<file path="src/rtl/pc_gen_pkg.sv">
// pc_gen shared types and defaults.
// Holds the fetch FSM state enum and parameter defaults.
package pc_gen_pkg;

  typedef enum logic [1:0] {
    BOOT,
    RUN,
    FAULT
  } pc_state_e;

  localparam int unsigned PC_WIDTH      = 32;
  localparam int unsigned PC_INC        = 4;
  localparam int unsigned PC_ALIGN_BITS = 2;
  localparam int unsigned PC_CNT_W      = 16;

endpackage

</file>
<file path="src/rtl/pc_gen_if.sv">
// Fetch handshake between pc_gen and the instruction memory.
// The master side presents the PC; the slave side accepts it.
interface pc_gen_if
  import pc_gen_pkg::*;
#(
  parameter int unsigned WIDTH = PC_WIDTH
) ();

  logic             fetch_valid;
  logic             fetch_ready;
  logic [WIDTH-1:0] pc;
  logic [WIDTH-1:0] pc_plus;
  logic             flush;

  modport master (
    output fetch_valid,
    output pc,
    output pc_plus,
    output flush,
    input  fetch_ready
  );

  modport slave (
    input  fetch_valid,
    input  pc,
    input  pc_plus,
    input  flush,
    output fetch_ready
  );

endinterface

</file>
<file path="src/rtl/pc_gen_next_mux.sv">
// Next-PC selection for the fetch stage.
// Resolves trap > branch > misaligned branch > sequential fetch > hold.
module pc_gen_next_mux
  import pc_gen_pkg::*;
#(
  parameter int unsigned WIDTH      = PC_WIDTH,
  parameter int unsigned INC        = PC_INC,
  parameter int unsigned ALIGN_BITS = PC_ALIGN_BITS
) (
  input  pc_state_e        state,
  input  logic [WIDTH-1:0] pc,
  input  logic             branch_taken,
  input  logic [WIDTH-1:0] branch_tgt,
  input  logic             trap,
  input  logic [WIDTH-1:0] trap_vec,
  input  logic             fire,
  output logic [WIDTH-1:0] next_pc,
  output logic             take_flush,
  output logic             go_fault
);

  // Zero mask when ALIGN_BITS is 0, which disables the check.
  localparam logic [WIDTH-1:0] LOW_MASK =
    WIDTH'((64'd1 << ALIGN_BITS) - 64'd1);

  logic [WIDTH-1:0] trap_pc;
  logic             tgt_bad;

  assign trap_pc = trap_vec & ~LOW_MASK;
  assign tgt_bad = |(branch_tgt & LOW_MASK);

  always_comb begin
    next_pc    = pc;
    take_flush = 1'b0;
    go_fault   = 1'b0;
    unique case (state)
      RUN: begin
        if (trap) begin
          next_pc    = trap_pc;
          take_flush = 1'b1;
        end else if (branch_taken && !tgt_bad) begin
          next_pc    = branch_tgt;
          take_flush = 1'b1;
        end else if (branch_taken) begin
          go_fault = 1'b1;
        end else if (fire) begin
          next_pc = pc + WIDTH'(INC);
        end
      end
      FAULT: begin
        if (trap) begin
          next_pc    = trap_pc;
          take_flush = 1'b1;
        end
      end
      default: begin
        next_pc = pc;
      end
    endcase
  end

endmodule

</file>
<file path="src/rtl/pc_gen.sv">
// Fetch-stage program counter with boot bubble, redirects,
// misaligned-branch fault and accepted-fetch counter.
module pc_gen
  import pc_gen_pkg::*;
#(
  parameter int unsigned      WIDTH        = PC_WIDTH,
  parameter logic [WIDTH-1:0] RESET_VECTOR = '0,
  parameter int unsigned      INC          = PC_INC,
  parameter int unsigned      ALIGN_BITS   = PC_ALIGN_BITS,
  parameter int unsigned      CNT_W        = PC_CNT_W
) (
  input  logic             clk,
  input  logic             rst,
  input  logic             stall,
  input  logic             branch_taken,
  input  logic [WIDTH-1:0] branch_tgt,
  input  logic             trap,
  input  logic [WIDTH-1:0] trap_vec,
  pc_gen_if.master         fif,
  output logic             misalign,
  output logic [WIDTH-1:0] badaddr,
  output logic [CNT_W-1:0] fetch_cnt
);

  pc_state_e        state_q, state_d;
  logic [WIDTH-1:0] pc_q, pc_d;
  logic [WIDTH-1:0] badaddr_q, badaddr_d;
  logic             flush_q, flush_d;
  logic             misalign_q, misalign_d;
  logic [CNT_W-1:0] cnt_q, cnt_d;

  logic [WIDTH-1:0] next_pc;
  logic             take_flush;
  logic             go_fault;
  logic             fire;

  assign fif.fetch_valid = rst && (state_q == RUN) && !stall;
  assign fif.pc          = pc_q;
  assign fif.pc_plus     = pc_q + WIDTH'(INC);
  assign fif.flush       = flush_q;
  assign fire            = fif.fetch_valid && fif.fetch_ready;
  assign misalign        = misalign_q;
  assign badaddr         = badaddr_q;
  assign fetch_cnt       = cnt_q;

  pc_gen_next_mux #(
    .WIDTH      (WIDTH),
    .INC        (INC),
    .ALIGN_BITS (ALIGN_BITS)
  ) u_mux (
    .state        (state_q),
    .pc           (pc_q),
    .branch_taken (branch_taken),
    .branch_tgt   (branch_tgt),
    .trap         (trap),
    .trap_vec     (trap_vec),
    .fire         (fire),
    .next_pc      (next_pc),
    .take_flush   (take_flush),
    .go_fault     (go_fault)
  );

  // A fetch accepted alongside a redirect still counts.
  always_comb begin
    state_d    = state_q;
    pc_d       = next_pc;
    flush_d    = take_flush;
    badaddr_d  = badaddr_q;
    misalign_d = misalign_q;
    cnt_d      = cnt_q + CNT_W'(fire);
    unique case (state_q)
      BOOT: state_d = RUN;
      RUN: begin
        if (go_fault) begin
          state_d    = FAULT;
          misalign_d = 1'b1;
          badaddr_d  = branch_tgt;
        end
      end
      FAULT: begin
        if (trap) begin
          state_d    = RUN;
          misalign_d = 1'b0;
        end
      end
      default: state_d = BOOT;
    endcase
  end

  always_ff @(posedge clk) begin
    if (!rst) begin
      state_q    <= BOOT;
      pc_q       <= RESET_VECTOR;
      badaddr_q  <= '0;
      flush_q    <= 1'b0;
      misalign_q <= 1'b0;
      cnt_q      <= '0;
    end else begin
      state_q    <= state_d;
      pc_q       <= pc_d;
      badaddr_q  <= badaddr_d;
      flush_q    <= flush_d;
      misalign_q <= misalign_d;
      cnt_q      <= cnt_d;
    end
  end

endmodule

</file>
<file path="src/flat_wrapper.sv">
// flat-port wrapper written by rule: the top's interface ports become plain ports
module pc_gen_flat import pc_gen_pkg::*;
#(
  parameter int unsigned      WIDTH        = PC_WIDTH,
  parameter logic [WIDTH-1:0] RESET_VECTOR = '0,
  parameter int unsigned      INC          = PC_INC,
  parameter int unsigned      ALIGN_BITS   = PC_ALIGN_BITS,
  parameter int unsigned      CNT_W        = PC_CNT_W
)
  (clk, rst, stall, branch_taken, branch_tgt, trap, trap_vec, misalign, badaddr, fetch_cnt, fif_fetch_valid, fif_pc, fif_pc_plus, fif_flush, fif_fetch_ready);
  pc_gen_if #(.WIDTH(WIDTH)) fif_i ();
  input  logic clk;
  input  logic rst;
  input  logic stall;
  input  logic branch_taken;
  input  logic [WIDTH-1:0] branch_tgt;
  input  logic trap;
  input  logic [WIDTH-1:0] trap_vec;
  output logic misalign;
  output logic [WIDTH-1:0] badaddr;
  output logic [CNT_W-1:0] fetch_cnt;
  output wire logic [$bits(fif_i.fetch_valid)-1:0] fif_fetch_valid;
  output wire logic [$bits(fif_i.pc)-1:0] fif_pc;
  output wire logic [$bits(fif_i.pc_plus)-1:0] fif_pc_plus;
  output wire logic [$bits(fif_i.flush)-1:0] fif_flush;
  input wire logic [$bits(fif_i.fetch_ready)-1:0] fif_fetch_ready;
  assign fif_fetch_valid = fif_i.fetch_valid;
  assign fif_pc = fif_i.pc;
  assign fif_pc_plus = fif_i.pc_plus;
  assign fif_flush = fif_i.flush;
  assign fif_i.fetch_ready = fif_fetch_ready;
  pc_gen #(.WIDTH(WIDTH), .RESET_VECTOR(RESET_VECTOR), .INC(INC), .ALIGN_BITS(ALIGN_BITS), .CNT_W(CNT_W)) u_core (.clk(clk), .rst(rst), .stall(stall), .branch_taken(branch_taken), .branch_tgt(branch_tgt), .trap(trap), .trap_vec(trap_vec), .fif(fif_i), .misalign(misalign), .badaddr(badaddr), .fetch_cnt(fetch_cnt));
endmodule
</file>
<file path="config.mk">
export PLATFORM = sky130hd
export DESIGN_NAME = pc_gen_flat
export DESIGN_NICKNAME = d
export VERILOG_FILES = /design/src/rtl/pc_gen_pkg.sv /design/src/rtl/pc_gen_if.sv /design/src/rtl/pc_gen_next_mux.sv /design/src/rtl/pc_gen.sv /design/src/flat_wrapper.sv
export SDC_FILE = /design/constraint.sdc
export NUM_CORES = 1
export LEC_CHECK = 0
export CAP_MARGIN = 20
export CORE_MARGIN = 1.5
export CORE_UTILIZATION = 47
export CTS_BUF_LIST = sky130_fd_sc_hd__clkbuf_4 sky130_fd_sc_hd__clkbuf_8 sky130_fd_sc_hd__clkbuf_16
export DETAILED_ROUTE_END_ITERATION = 10
export GPL_TIMING_DRIVEN = 0
export PLACE_DENSITY_LB_ADDON = 0.05
export SETUP_SLACK_MARGIN = 0.02
export SYNTH_ARGS = -nofsm -noshare
export SYNTH_HDL_FRONTEND = slang
export SYNTH_SLANG_ARGS = --single-unit
</file>
<file path="constraint.sdc">
create_clock -name clk -period 5.75 [get_ports clk]
set_input_delay 0.8625 -clock clk [delete_from_list [all_inputs] [get_ports clk]]
set_output_delay 0.8625 -clock clk [all_outputs]
set_load 0.01 [all_outputs]
</file>
# ---- After elaboration in Yosys (flattened, before gate mapping)
# Index checks and enable logic that the tools add are counted.
dict set report totals {
  register_bits 84
  latch_bits 0
  mem_count 0
  out_inout_bits 115
  rom_bits 0
  inputBits 70
  ramBits 0
}
dict set report classes {
  n_bitwise 0
  order_cmp 0
  n_mux 20
  n_eq_ne 6
  n_div 0
  n_shift 0
  addsub 2
  n_reduce_logical 13
  mul 0
}
# operator count
set ops {}
lappend ops {{two-way mux 32 bit} 5}
lappend ops {{case mux 32 bit (2 select lines)} 1}
lappend ops {{adder 32 x 3 -> 32 bit, second input constant} 1}
lappend ops {{adder 16 x 1 -> 16 bit} 1}
lappend ops {{two-way mux 1 bit} 9}
lappend ops {{case mux 2 bit (3 select lines)} 1}
lappend ops {{logical AND 1 bit} 4}
lappend ops {{two-way mux 2 bit} 2}
lappend ops {{!= test 4 x 3 -> 1 bit, second input constant} 1}
lappend ops {{!= test 4 bit, second input constant} 1}
lappend ops {{case mux 1 bit (2 select lines)} 2}
lappend ops {{AND reduction 2 bit} 2}
lappend ops {{AND reduction 4 bit} 1}
lappend ops {{AND reduction 3 bit} 1}
lappend ops {{== test 2 x 1 -> 1 bit, second input constant} 1}
lappend ops {{== test 2 bit, second input constant} 1}
lappend ops {{logical NOT 1 bit} 2}
lappend ops {{logical NOT 2 bit} 1}
lappend ops {{!= test 2 x 1 -> 1 bit, second input constant} 1}
lappend ops {{!= test 2 bit, second input constant} 1}
lappend ops {{nonzero test 2 bit} 1}
lappend ops {{OR reduction 2 bit} 1}

# ---- Logic depth before layout (Yosys ltp)
# Gate-level depths: netlist of the first run.
dict set report logic_depth {
  ltp_word 9
  depth_mapped 10
  mapped_depth_nobuf 10
}

# ---- By module
# Synthesis of the first run repeated with hierarchy kept, for this count alone.
dict set report unflattened {
  cells_unflattened 704
  hier_area_um2 5649.2
}
# module seq_area_each_um2 cells_each area_per_inst_um2 n_inst
set modules_own_cells {}
lappend modules_own_cells {pc_gen 1681.6 389 3523.4 1}
lappend modules_own_cells {pc_gen_next_mux 0.0 315 2125.8 1}

# ---- Least setup slack after synthesis of the first run
# OpenSTA, ideal clock, no wires.
dict set report synth_path {
  path_kind {register to output}
  startpoint {register u_core.pc_q[11], in the netlist u_core.fif.pc[11]}
  endpoint {output port fif_pc_plus[28]}
  path_stages_with_launch 7
  arrival_time_ns 2.056
  required_time_ns 4.888
  slack_ns 2.832
  n_path_buf 2
  path_cell_list {dfxtp_1 > buf_2 > nand4_1 > or4_4 > buf_6 > o41a_1 > or2_1}
}
dict set report synth_via {
  elab_chain_len 1
}
# element line
set synth_lines {}
lappend synth_lines {{start: declaration} pc_gen.sv:26} ;# logic [WIDTH-1:0] pc_q, pc_d;
lappend synth_lines {{start signal: assignment} pc_gen.sv:100} ;# pc_q <= pc_d;
lappend synth_lines {{adder 32 x 3 -> 32 bit} pc_gen.sv:39} ;# assign fif.pc_plus = pc_q + WIDTH'(INC);
lappend synth_lines {{end: declaration} flat_wrapper.sv:24} ;# output wire logic [$bits(fif_i.pc_plus)-1:0] fif_pc_plus;
# No other way between the ends.

# ---- Worst setup path in the final report of the first run
dict set report layout_path {
  startpoint {input port rst}
  endpoint {output port fif_fetch_valid}
}
dict set report layout_via {
  elab_chain_len 2
}
# element line
set layout_lines {}
lappend layout_lines {{start: declaration} flat_wrapper.sv:13} ;# input logic rst;
lappend layout_lines {{logical AND 1 bit (2 in a row)} pc_gen.sv:37} ;# assign fif.fetch_valid = rst && (state_q == RUN) && !stall;
lappend layout_lines {{end: declaration} flat_wrapper.sv:22} ;# output wire logic [$bits(fif_i.fetch_valid)-1:0] fif_fetch_valid;
# No other way between the ends.

==> run_results.csv, run 1 <==
group,metric,value,unit
run_status,status,"finished clean",
clocking,clock-sinks,84,
setup_path,path_class,"primary input to output port",
setup_path,cpPeakStageDelay,580,ps
setup_path,reg2reg_to,"u_core.fif.pc[14]",
final_layout,final_core_util,0.725,
place,placed_area,6550,um2
timing,fmax,240,MHz
timing,skew,11.0,ps
place,io_buffers,181,
synthesis,ys.flop_type,"dfxtp_1",
detailed_routing,viasPerCell,5.81,
synthesis,avgSynthCellArea,7.60,um2
setup_path,cp_max_fo,10,
min_path,whs_endpoint,"u_core.badaddr[28]",
floorplanning,fp.dieW,102,um
final_layout,layout_common_cells,"clkdlybuf4s50_1, nand2_1, dfxtp_1",
pwr,p_leak,2.38,nW
setup_path,cp.arrival,3300,ps
timing,tns,0,ps
final_layout,drive_gt1_frac,0.0526,
place,post-dp-hpwl,13100,um
global_route,grt_overflow,0,
setup_path,crit_chain,"clkdlybuf4s50_1, clkbuf_1, clkbuf_1, nand2_1, nor2_1, clkdlybuf4s50_1",
floorplanning,std_cell_rows,35,
final_layout,diodes,0,
global_route,antenna_found_initial,0,
clocking,hold_buffers,0,
timing,min_period,4170,ps
clocking,clk_latency,370,ps
floorplanning,ios,185,
floorplanning,dieArea,10300,um2
place,pre_cts_ws,1690,ps
place,place_congestion,0.935,
timing,worst_pin_slew,760,ps
setup_path,slowest_stage,"clkbuf_1",
min_path,worstHoldStart,"u_core.badaddr[28]",
synthesis,synth_nets,679,
detailed_routing,dr.pass1.iters,5,
pwr,p_total,1.50,mW
timing,final_hold_viol_count,0,
clocking,cts_max_path_buffers,2,
pwr,cellPowerDensity,222,nW/um2
clocking,cts_htree_levels,3,
clocking,post-cts-setup-buffers,0,
synthesis,synth_edf_count,0,
timing,min_period_over_period,0.724,
detailed_routing,avgRoutedWirePerCell,18.7,um
clocking,cts_inserted_buffers,9,
detailed_routing,drc,0,
place,place_inst,912,
setup_path,cp.required,4890,ps
timing,layout_setup_ws,1580,ps
global_route,grt_usage,0.342,
job,cap_violations,0,
timing,setup_viol,0,
detailed_routing,drt_iter0_drc,433,
detailed_routing,drtAntennaViolNets,0,
final_layout,syn2layout_area_growth,47.8,%
synthesis,ys_types,64,
setup_path,rrSetupSlack,2870,ps
clocking,cts_root_buf,"clkbuf_8",
floorplanning,start_util,0.491,
setup_path,reg2reg_depth,10,
global_route,grt_max_degree,18,
pwr,peakVddDrop,136,uV
setup_path,start_kind,"primary input",
final_layout,finalNonFillerCells,928,
final_layout,nFillCells,772,
setup_path,regToRegStartpoint,"u_core.state_q[0]",
detailed_routing,wirelength,17400,um
timing,drv_slew,0,
detailed_routing,num_vias,5395,
final_layout,stdcell_area,6760,um2
timing,slew_headroom,0.493,
synthesis,ys_seq_area_frac,0.368,
floorplanning,core_area,9330,um2
clocking,clkTransAtPathRegs,100,ps
synthesis,async_flop_share,0,
synthesis,syn-instance-count,602,
clocking,postCtsResizedCells,0,
global_route,grt_pass1_vias,5193,
floorplanning,die_h,102,um
final_layout,nNetsFinal,871,
timing,rsz0062_at_grt,"false",
global_route,grt_pass1_wl,26900,um
clocking,cts_tree,"built",
synthesis,synth_seq_cells,84,
setup_path,endpoint_kind,"output port",
timing,hold_ws,457,ps
min_path,min_path_cells,2,
synthesis,synth.cell_area,4580,um2
synthesis,ys_warn_count,0,
min_path,hp-class,"flop to flop",
final_layout,final_common_cell,"clkdlybuf4s50_1",
cell type report:
type                            instances  area, um2  area share
Clock buffer                            9        124      0.0183
Sequential cell                        84       1680       0.249
Multi-Input combinational cell        463       2670       0.394
Timing Repair Buffer                  181       1810       0.268
Clock inverter                          7       90.1      0.0133
Buffer                                 45        190      0.0281
Inverter                               10       37.5     0.00555
Tap cell                              129        161      0.0239
sequential cells by signal (all words and copies together), names as in the netlist:
signal            cells
u_core.misalign       1
u_core.state_q        2
u_core.fetch_cnt     16
u_core.badaddr       32
u_core.fif.flush      1
u_core.fif.pc        32
metal layers:
| metal | vias up | track usage | part of all wire |
|---|---|---|---|
| met5 | - | 0 | 0 |
| met4 | 0 | 0.181 | 0.044 |
| met3 | 57 | 0.0663 | 0.093 |
| met2 | 337 | 0.557 | 0.46 |
| met1 | 2506 | 0.427 | 0.40 |
| li1 | 2495 | - | - |
power breakdown:
group | total (mW) | switching, mW | internal (mW)
registers | 0.647 | 0.0366 | 0.611
clock network | 0.471 | 0.259 | 0.213
logic | 0.380 | 0.193 | 0.187
worst max path at each step:
stage / endpoint / slack (ps) / from
finish: fif_fetch_valid / 1580 / rst
global route: fif_fetch_valid / 1560 / rst
CTS: fif_fetch_valid / 1690 / rst
detailed placement: fif_fetch_valid / 1690 / rst
global placement: fif_fetch_valid / 1700 / rst
floorplan: fif_pc_plus[28] / 2830 / u_core.fif.pc[11]
worst max-delay path, delay by kind of cell:
kind / cells / cell delay (ps)
buffers and inverters: 4 / 2220
AND/OR/NAND/NOR: 2 / 210
cells by family after synthesis:
logic type,after synthesis,share of synthesized area
and+or+nand+nor,268,0.279
xor gates and xnor gates,39,0.0747
adders and majority gates,7,0.0191
buffers and inverters,55,0.0498
muxes,1,0.00219
AOI/OAI and AO/OA,148,0.207
DFF,84,0.368
cell usage after synthesis (2+ instances only):
cell	count	share of area
o211ai_1	4	0.0066
o31ai_1	3	0.0049
nor2_1	50	0.041
a221oi_1	3	0.0057
o21ai_1	3	0.0033
inv_1	10	0.0082
a31oi_1	3	0.0041
a211oi_1	8	0.013
o21a_1	9	0.015
buf_4	2	0.0033
or2_2	3	0.0041
o21ai_0	13	0.014
o311ai_0	2	0.0038
or3_1	3	0.0041
buf_2	5	0.0055
ha_1	7	0.019
o31a_1	7	0.013
nand3_1	27	0.030
o221a_2	4	0.0098
dfxtp_1	84	0.37
nand4_1	15	0.021
o22ai_1	11	0.015
nand2_1	117	0.096
xor2_1	13	0.025
and2_1	5	0.0068
xnor2_1	26	0.050
clkbuf_1	36	0.030
nor3_1	10	0.011
and3_1	18	0.025
a21oi_1	64	0.070
nor4_1	4	0.0055
(Power assumes the default switching activity.)
==> run 2: changes to the inputs <==
--- a/config.mk
+++ b/config.mk
@@ -7,7 +7,7 @@
 export LEC_CHECK = 0
 export CAP_MARGIN = 20
 export CORE_MARGIN = 1.5
-export CORE_UTILIZATION = 47
+export CORE_UTILIZATION = 44
 export CTS_BUF_LIST = sky130_fd_sc_hd__clkbuf_4 sky130_fd_sc_hd__clkbuf_8 sky130_fd_sc_hd__clkbuf_16
 export DETAILED_ROUTE_END_ITERATION = 10
 export GPL_TIMING_DRIVEN = 0
==> constraint.sdc (replaced) <==
create_clock -name clk -period 4.3 [get_ports clk]
set_input_delay 0.645 -clock clk [delete_from_list [all_inputs] [get_ports clk]]
set_output_delay 0.645 -clock clk [all_outputs]
set_load 0.01 [all_outputs]
==> run_results.csv, run 2 (synthesis results as in run 1) <==
group,metric,value,unit
final_layout,final_common_cell,"clkdlybuf4s50_1",
final_layout,syn2layout_area_growth,47.6,%
setup_path,start_kind,"primary input",
floorplanning,die_h,105,um
clocking,cts_htree_levels,3,
floorplanning,start_util,0.449,
final_layout,diodes,0,
clocking,clock-sinks,84,
timing,tns,0,ps
setup_path,critPathTopFamily,"buffers and inverters",
job,cap_violations,0,
pwr,switching_power,0.620,mW
pwr,peakVddDrop,158,uV
setup_path,reg2reg_depth,9,
pwr,seqPwrFrac,0.441,
setup_path,reg2reg_to,"u_core.fif.pc[15]",
clocking,hold_buffers,0,
setup_path,path_class,"primary input to output port",
global_route,antenna_found_initial,0,
global_route,grt_max_degree,15,
timing,drv_slew,0,
timing,slew_headroom,0.477,
setup_path,crit_chain,"clkdlybuf4s50_1, clkbuf_1, clkbuf_1, nand2_1, nor2_1, clkdlybuf4s50_1",
timing,worst_pin_slew,777,ps
floorplanning,core_area,10200,um2
detailed_routing,num_vias,5381,
detailed_routing,avgRoutedWirePerCell,18.5,um
pwr,p_int,1.34,mW
floorplanning,dieArea,11000,um2
detailed_routing,viasPerCell,5.76,
setup_path,critical_path_buf_inv_count,4,
setup_path,cpPeakStageDelay,600,ps
place,post-dp-hpwl,13000,um
pwr,p_clk_frac,0.301,
detailed_routing,drc,0,
setup_path,cp.required,3650,ps
setup_path,cp.arrival,3160,ps
floorplanning,std_cell_rows,37,
setup_path,regToRegStartpoint,"u_core.state_q[0]",
timing,final_hold_viol_count,0,
pwr,p_leak,2.36,nW
min_path,min_path_cells,2,
setup_path,slowest_stage,"clkbuf_1",
clocking,postCtsResizedCells,0,
pwr,p_total,1.96,mW
floorplanning,ios,185,
clocking,cts_tree,"built",
final_layout,drive_gt1_frac,0.0514,
timing,setup_viol,0,
timing,fmax,263,MHz
global_route,grt_usage,0.312,
min_path,worstHoldStart,"u_core.badaddr[17]",
detailed_routing,dr.pass1.iters,5,
global_route,grt_pass1_wl,26800,um
timing,min_period_over_period,0.885,
pwr,switching_share,0.316,
floorplanning,fp.dieW,105,um
setup_path,endpoint_kind,"output port",
min_path,whs_endpoint,"u_core.badaddr[17]",
setup_path,rrSetupSlack,1500,ps
clocking,cts_max_path_buffers,2,
clocking,clk_latency,370,ps
timing,skew,9.80,ps
pwr,cellPowerDensity,291,nW/um2
clocking,clkTransAtPathRegs,90,ps
min_path,hp-class,"flop to flop",
clocking,cts_inserted_buffers,9,
timing,min_period,3800,ps
place,place_congestion,0.957,
pwr,combPwrFrac,0.257,
detailed_routing,wirelength,17300,um
timing,rsz0062_at_grt,"false",
setup_path,crit_cells,6,
clocking,post-cts-setup-buffers,0,
clocking,cts_root_buf,"clkbuf_8",
global_route,grt_overflow,0,
run_status,status,"finished clean",
detailed_routing,drt_iter0_drc,290,
final_layout,nFillCells,932,
setup_path,cp_max_fo,10,
final_layout,nNetsFinal,871,
place,io_buffers,181,
final_layout,layout_common_cells,"clkdlybuf4s50_1, nand2_1, dfxtp_1",
global_route,grt_pass1_vias,5026,
detailed_routing,drtAntennaViolNets,0,
## run 2: cell count changes in the layout (fill, tap and decap cells not counted)
cell	delta
clkbuf_4	+1
clkinv_4	+1
clkinv_8	-1
clkinvlp_4	+2
inv_6	-4
## run 2: layer usage
layer / global-route usage / vias up / wire length, um
li1: - / 2501 / -
met1: 0.402 / 2555 / 7210
met2: 0.502 / 284 / 8120
met3: 0.0618 / 41 / 1410
met4: 0.146 / 0 / 575
met5: 0 / - / 0
## run 2: how the worst max path moves through the flow
stage | start | end | slack, ps
2_1_floorplan | u_core.fif.pc[11] | fif_pc_plus[28] | 1600
3_3_place_gp | rst | fif_fetch_valid | 510
3_5_place_dp | rst | fif_fetch_valid | 580
4_1_cts | rst | fif_fetch_valid | 570
5_1_grt | u_core.fif.pc[6] | fif_pc_plus[29] | 390
6_report | rst | fif_fetch_valid | 500
## run 2: area by class of cell
cell class                      count  area [um2]  area share
Clock buffer                       10         131      0.0195
Inverter                           10        37.5     0.00556
Tap cell                          136         170      0.0252
Sequential cell                    84        1680       0.249
Timing Repair Buffer              181        1810       0.268
Clock inverter                      5        62.6     0.00927
Multi-Input combinational cell    463        2670       0.395
Buffer                             45         190      0.0282
## run 2: worst min-delay path: stages, from the launching register on
cell	delay, ps
dfxtp_1	320
nand2_1	50
a21oi_1	50
## run 2: power groups by stage
| stage | Sequential, mW | Combinational [mW] | Clock [mW] |
|---|---|---|---|
| after global placement | 0.880 | 0.493 | 0 |
| final | 0.866 | 0.505 | 0.591 |
| after detailed placement | 0.881 | 0.498 | 0 |
| after CTS | 0.864 | 0.501 | 0.588 |
| after floorplan | 0.888 | 0.218 | 0 |
| after global routing | 0.871 | 0.540 | 0.624 |
## run 2: through the flow
| step | setup slack (ps) | cell area [um2] | hold slack [ps] | util | std cells |
|---|---|---|---|---|---|
| after floorplan | 1600 | 4580 | 466 | - | 602 |
| final | 497 | 6750 | 458 | 0.663 | 934 |
| after global placement | 514 | 6560 | 442 | 0.644 | 919 |
| after CTS | 573 | 6750 | 458 | 0.663 | 934 |
| after detailed placement | 582 | 6560 | 446 | 0.644 | 919 |
| after global routing | 395 | 6750 | 474 | 0.663 | 934 |
